`src/rtl/mux_serializer_pkg.sv`:
```
// Shared types and constants for the parallel-to-serial front end of the 8:1 mux.
package mux_serializer_pkg;

  localparam int WORD_W = 8;
  localparam int SEL_W  = 3;

  typedef enum logic {
    IDLE,
    SHIFT
  } state_t;

  function automatic logic [SEL_W-1:0] first_sel(input bit msb_first);
    return msb_first ? {SEL_W{1'b1}} : {SEL_W{1'b0}};
  endfunction

  function automatic logic [SEL_W-1:0] last_sel(input bit msb_first);
    return msb_first ? {SEL_W{1'b0}} : {SEL_W{1'b1}};
  endfunction

endpackage

```
`src/rtl/mux8to1.sv`:
```
// Plain 8:1 multiplexer: Y is input bit I[S].
module mux8to1 (
  input  logic [7:0] I,
  input  logic [2:0] S,
  output logic       Y
);

  assign Y = I[S];

endmodule

```
`src/rtl/mux_serializer.sv`:
```
// Holds an accepted byte and sweeps the mux select across it, DIV clocks per bit,
// with a frame-done strobe in the final cycle and zero-gap back-to-back frames.
module mux_serializer
  import mux_serializer_pkg::*;
#(
  parameter int DIV       = 4,
  parameter bit MSB_FIRST = 1'b0
) (
  input  logic              clk,
  input  logic              rst_n,
  input  logic              in_valid,
  output logic              in_ready,
  input  logic [WORD_W-1:0] in_data,
  input  logic              pause,
  output logic [SEL_W-1:0]  sel,
  output logic              ser_out,
  output logic              ser_valid,
  output logic              frame_done
);

  // DIV=1 would give a zero-width divider; keep one bit that simply stays at 0.
  localparam int                CNT_W    = (DIV > 1) ? $clog2(DIV) : 1;
  localparam logic [CNT_W-1:0]  DIV_LAST = CNT_W'(DIV - 1);
  localparam logic [SEL_W-1:0]  FIRST    = first_sel(MSB_FIRST);
  localparam logic [SEL_W-1:0]  LAST     = last_sel(MSB_FIRST);

  state_t            state;
  logic [WORD_W-1:0] hold;
  logic [CNT_W-1:0]  div_cnt;
  logic              bit_end;
  logic              frame_last;
  logic              accept;
  logic              mux_y;

  assign bit_end    = (div_cnt == DIV_LAST);
  assign frame_last = (state == SHIFT) && (sel == LAST) && bit_end && !pause;
  assign frame_done = frame_last;
  assign in_ready   = (state == IDLE) || frame_last;
  assign accept     = in_valid && in_ready;
  assign ser_valid  = (state == SHIFT);

  mux8to1 u_mux (
    .I (hold),
    .S (sel),
    .Y (mux_y)
  );

  assign ser_out = mux_y && ser_valid;

  always_ff @(posedge clk or negedge rst_n) begin
    if (!rst_n) begin
      state   <= IDLE;
      hold    <= '0;
      sel     <= '0;
      div_cnt <= '0;
    end else begin
      case (state)
        IDLE: begin
          if (accept) begin
            hold    <= in_data;
            sel     <= FIRST;
            div_cnt <= '0;
            state   <= SHIFT;
          end
        end
        SHIFT: begin
          if (!pause) begin
            if (bit_end) begin
              div_cnt <= '0;
              if (sel == LAST) begin
                // A word taken in the final cycle starts the next frame without a gap.
                if (accept) begin
                  hold <= in_data;
                  sel  <= FIRST;
                end else begin
                  state <= IDLE;
                end
              end else if (MSB_FIRST) begin
                sel <= sel - 1'b1;
              end else begin
                sel <= sel + 1'b1;
              end
            end else begin
              div_cnt <= div_cnt + 1'b1;
            end
          end
        end
        default: state <= IDLE;
      endcase
    end
  end

endmodule
```
`config.mk`:
```
export PLATFORM = sky130hd
export DESIGN_NAME = mux_serializer
export DESIGN_NICKNAME = d
export VERILOG_FILES = /design/src/rtl/mux_serializer_pkg.sv /design/src/rtl/mux8to1.sv /design/src/rtl/mux_serializer.sv
export SDC_FILE = /design/constraint.sdc
export NUM_CORES = 1
export LEC_CHECK = 0
export ABC_AREA = 1
export CORE_ASPECT_RATIO = 0.9
export CORE_MARGIN = 10
export CORE_UTILIZATION = 48
export DETAILED_ROUTE_END_ITERATION = 6
export GPL_TIMING_DRIVEN = 0
export HOLD_SLACK_MARGIN = 0.08
export MAX_ROUTING_LAYER = met4
export PLACE_DENSITY_LB_ADDON = 0.05
export REMOVE_ABC_BUFFERS = 1
export SETUP_SLACK_MARGIN = 0.1
export SKIP_LAST_GASP = 1
export SLEW_MARGIN = 20
export SYNTH_ARGS = -nofsm -noshare
export SYNTH_HDL_FRONTEND = slang
export SYNTH_HIERARCHICAL = 1
export SYNTH_SLANG_ARGS = --single-unit
```
`constraint.sdc`:
```
create_clock -name clk -period 1.9 [get_ports clk]
set_input_delay 0.38 -clock clk [delete_from_list [all_inputs] [get_ports clk]]
set_output_delay 0.38 -clock clk [all_outputs]
set_load 0.02 [all_outputs]
```
== Word level (Yosys, flattened, before mapping) ==
Index checks and enable logic that the tools add are counted.
Storage, ports and cells
  input port bits: 12
  word-level logic and storage cells: 45
  flip-flop bits (word level): 14
Cells by class
  $lt $le $gt $ge: 1
  multiplexer cells: 21
  equal/unequal tests: 6
  reduce and logical (&&, ||, !) cells: 10
  bitwise logic cells: 1
  $add $sub $neg: 2
Operators by type and width (number)
  $mux W8: 4
  $pmux W8 S2: 1
  $mux W3: 4
  $mux W2: 3
  $pmux W3 S2: 1
  $logic_and A1 B1 Y1: 5
  $mux W1: 5
  $lt A3 B4 Y1 const B: 1
  $ne A2 B1 Y1 const B: 2
  $ne A2 B2 Y1 const B: 2
  $pmux W2 S2: 1
  $reduce_and A2 Y1: 2
  $add A3 B1 Y3 const B: 1
  $bmux W1 S3: 1
  $eq A3 B3 Y1 const B: 1
  $reduce_and A3 Y1: 1
  $add A2 B1 Y2 const B: 1
  $eq A2 B2 Y1 const B: 1
  $pmux W1 S2: 1
  $logic_not A1 Y1: 1
  $logic_or A1 B1 Y1: 1
  $not A1 Y1: 1

== Longest topological paths before layout ==
  depth after elaboration: 11
  mapped depth: 8
  gate-level depth less buffers: 8

== Modules after synthesis ==
The synthesis kept the hierarchy.
Modules (own cells, without submodules)
  mux_serializer: area an instance 699.4 µm², seq. area each 350.3 µm², instances 1, cells each 79
  mux8to1: area an instance 110.1 µm², seq. area each 0.0 µm², instances 1, cells each 28

== Worst setup path after synthesis ==
OpenSTA, ideal clock, no wires.
  kind: reg-to-output
  start point: register sel[0]
  end point: output frame_done
  path buffers: 0
  stages on the path, launching flop included: 5
  required time: 1.520 ns
  arrival time: 1.482 ns
  path slack: 0.038 ns
  path through: dfrtp_1 ha_1 ha_1 nand2_1 nor3_1
Between the ends
  word-level cells in the longest chain between the ends: 4
Ends and longest elaborated chain
  start, declared: line mux_serializer.sv:15  | output logic [SEL_W-1:0] sel,
  start signal, assigned: line mux_serializer.sv:79  | sel <= sel - 1'b1;
  start signal, assigned: line mux_serializer.sv:81  | sel <= sel + 1'b1;
  $eq A3 B3 Y1: line mux_serializer.sv:36  | assign frame_last = (state == SHIFT) && (sel == LAST) && bit_end && !pause;
  $logic_and A1 B1 Y1 (3 in series): line mux_serializer.sv:36
  end, declared: line mux_serializer.sv:18  | output logic frame_done
No other way between the ends.

== Worst setup path after layout ==
  start point: register sel[0]
  end point: output in_ready
Between the ends
  word-level cells in the longest chain between the ends: 5
Ends and longest elaborated chain
  $eq A3 B3 Y1: line mux_serializer.sv:36
  $logic_and A1 B1 Y1 (3 in series): line mux_serializer.sv:36
  $logic_or A1 B1 Y1: line mux_serializer.sv:38  | assign in_ready = (state == IDLE) || frame_last;
  end, declared: line mux_serializer.sv:12  | output logic in_ready,
No other way between the ends.

==> flow_metrics.py <==
metrics = {
    "critical_path": {
        "worstSetupEndpointType": "output port",
        "start_kind": "flop",
        "rr_endpoint": "hold[6]",
        "worstSetupPathType": "flop to output port",
        "timing.rr.start": "sel[0]",
        "r2r_slack_ns": 0.44,
        "r2r_cells": 8,
        "crit_arrival_ns": 1.41,
        "worstPathMaxFanout": 3,
        "critPathRequiredTime_ns": 1.52,
    },
    "power_and_ir_drop": {
        "p_total_w": 0.00119,
        "p_sw_share_pct": 37.8,
        "seqPwrFrac_pct": 34.6,
        "vdd_ir_drop_max_mv": 0.677,
        "p_comb_share_pct": 47.2,
        "p_sw_w": 0.000448,
        "p_leak_nw": 0.600,
        "p_per_area_mw_per_mm2": 1070,
        "intPower_w": 0.000737,
        "clkPwrFrac_pct": 18.2,
    },
    "timing": {
        "fmax_ghz": 0.558,
        "period_share_pct": 94.4,
        "worst_slew_pin_slew_ns": 0.640,
        "setup_ws_ns": 0.106,
        "fin_setup_tns_ns": 0,
        "finalHoldViolCount": 0,
        "setup_viol": 0,
        "maxSlewHeadroom_pct": 57.2,
        "rsz0062_at_grt": "yes",
        "finalCriticalPeriod_ns": 1.79,
        "slew_viol_final": 0,
        "fin_worst_skew_ns": 0.00197,
    },
    "yosys": {
        "ys_seq_area_share_pct": 43.3,
        "syn_area_um2": 810,
        "ys_types": 17,
        "synthTopCellsByCount": "45 x nand2_1, 15 x inv_1, 14 x dfrtp_1, 8 x nand4_1, 7 x nand3_1",
        "ys_ff_latch": 14,
        "yosys-top-cells-area": "dfrtp_1 43%, nand2_1 21%, inv_1 7.0%",
        "syn_inst": 107,
        "post_synth.cell_area_avg_um2": 7.57,
        "async_reset_ff_share_pct": 100,
        "synthFlopType": "dfrtp_1",
        "synth_edf_count": 0,
        "synth.most_common_cell": "nand2_1",
        "synth_top_area_share_pct": 43.3,
        "yosysWarningCount": 6,
        "synth_top_cell_by_area": "dfrtp_1",
    },
    "layout": {
        "area.growth.synth_to_final_pct": 36.9,
        "drive_gt1_share_pct": 22.1,
        "final_core_util_pct": 68.0,
        "design_area_mm2": 0.00111,
        "nFillCells": 140,
        "n_antenna_cell": 0,
        "layout.nets": 147,
    },
    "routing": {
        "detail_route.wl_per_cell_um": 11.9,
        "drt_iter0_drc": 19,
        "vias_per_cell": 4.86,
        "wl_mm": 1.85,
        "drc": 0,
        "dr.pass1.iters": 4,
        "drtAntennaViolNets": 0,
        "dr_total_vias": 754,
    },
    "floorplan": {
        "core-area_mm2": 0.00163,
        "die_h_um": 59.0,
        "die_x_um": 63.3,
        "rows": 14,
        "io-pin-count": 19,
        "start_util_pct": 49.7,
        "dieArea_mm2": 0.00373,
    },
    "flow_run": {
        "maxCapViolCount": 0,
    },
    "cts": {
        "cts_max_level": 1,
        "cts_buffers": 3,
        "cts.path.max_buffers": 2,
        "cts_tree": "yes",
        "clk_latency_ns": 0.28,
        "clk_pin_slew_ns": 0.09,
        "cts_sinks": 14,
        "root_buffer": "clkbuf_4",
    },
    "worst_hold_path": {
        "min_from": "hold[3]",
        "worstHoldEndpoint": "hold[3]",
        "min_path_type": "flop to flop",
        "worstHoldPathCells": 2,
    },
    "placement": {
        "place_ws_ns": -0.291,
        "port-buffer-count": 18,
        "routabilityCongestion": 0.731,
        "dp_hpwl_mm": 1.37,
        "placed_area_mm2": 0.00100,
    },
    "global_route": {
        "grt-ovfl-total": 0,
        "grt_usage_pct": 10.3,
        "antenna_found_initial": 0,
        "grt_max_degree": 15,
        "grt_pass1_wl_mm": 3.04,
        "first_global_vias": 692,
    },
    "run_status": {
        "status": "completed",
    },
}
[worst max-delay path, stage by stage, from the launching register on]
cell and delay [ns]:
dfrtp_2 0.44, ha_1 0.21, ha_2 0.19, nand2_2 0.09, o21ai_2 0.07, buf_6 0.15
[power by group through the flow]
stage          sequential (W)  combinational (W)  clock, W
2_1_floorplan        0.000453           0.000247         0
3_3_place_gp         0.000432           0.000433         0
3_5_place_dp         0.000438           0.000446         0
4_1_cts              0.000408           0.000506  0.000216
5_1_grt              0.000417           0.000644  0.000228
6_report             0.000410           0.000559  0.000216
[flip-flops by register name (all words and copies together) (netlist names)]
name / count
div_cnt: 2
hold: 8
sel: 3
ser_valid: 1
[stage by stage]
stage | std cells | hold WS, ns
floorplan | 105 | 0.0844
global placement | 147 | 0.456
detailed placement | 147 | 0.463
CTS | 155 | 0.485
global route | 155 | 0.509
finish | 155 | 0.480
[metal layers]
layer / global-route usage [%] / routed length [um] / vias to the layer above
met5: - / 0 / -
met4: 3.74 / 18 / 0
met3: 2.85 / 66 / 4
met2: 17.5 / 892 / 13
met1: 11.5 / 875 / 351
li1: - / - / 386
[worst max path at each step]
| stage | start | end | slack [ns] |
|---|---|---|---|
| after floorplan | sel[0] | frame_done | 0.04 |
| after global placement | sel[0] | in_ready | -0.26 |
| after global routing | sel[0] | ser_out | 0.04 |
| final | sel[0] | in_ready | 0.11 |
| after CTS | sel[0] | in_ready | 0.06 |
| after detailed placement | sel[0] | in_ready | -0.29 |
[final cells by class]
| cell class | instances | area [um2] | area share, % |
|---|---|---|---|
| Clock buffer | 4 | 36.3 | 3.27 |
| Inverter | 17 | 68.8 | 6.21 |
| Multi-Input combinational cell | 74 | 403 | 36.3 |
| Sequential cell | 14 | 353 | 31.8 |
| Tap cell | 24 | 30.0 | 2.71 |
| Timing Repair Buffer | 22 | 218 | 19.6 |
[cells by family (layout without fill, tap and decap cells)]
kind of cell             after synthesis  count (layout)  synth area share [%]
adder cells (fa/ha/maj)                3               3                  4.64
AND/OR/NAND/NOR                       68              68                  39.9
flip-flops                            14              14                  43.3
buffers and inverters                 19              43                  9.89
AO/OA/AOI/OAI                          3               3                  2.32
[what timing repair did]
| action | in CTS | in global routing |
|---|---|---|
| hold endpoints to repair | 0 | 0 |
| pin swaps | 1 | 1 |
| gates cloned | 0 | 0 |
| endpoints found under the setup margin | 5 | 5 |
| hold buffers | 0 | 0 |
| gates resized for setup | 18 | 16 |
| setup buffers | 4 | 0 |
[cell usage in the layout, fill, tap and decap left out, types with 3 or more instances in the layout]
master           Yosys  layout
nand2_1             45      40
clkbuf_4             0       3
buf_6                1       3
inv_1               15      15
dfrtp_1             14      12
nand2_2              2       7
buf_4                0       4
nand4_1              8       8
clkdlybuf4s50_1      0      12
nand3_1              7       7
Power figures use the tool's default switching activity.
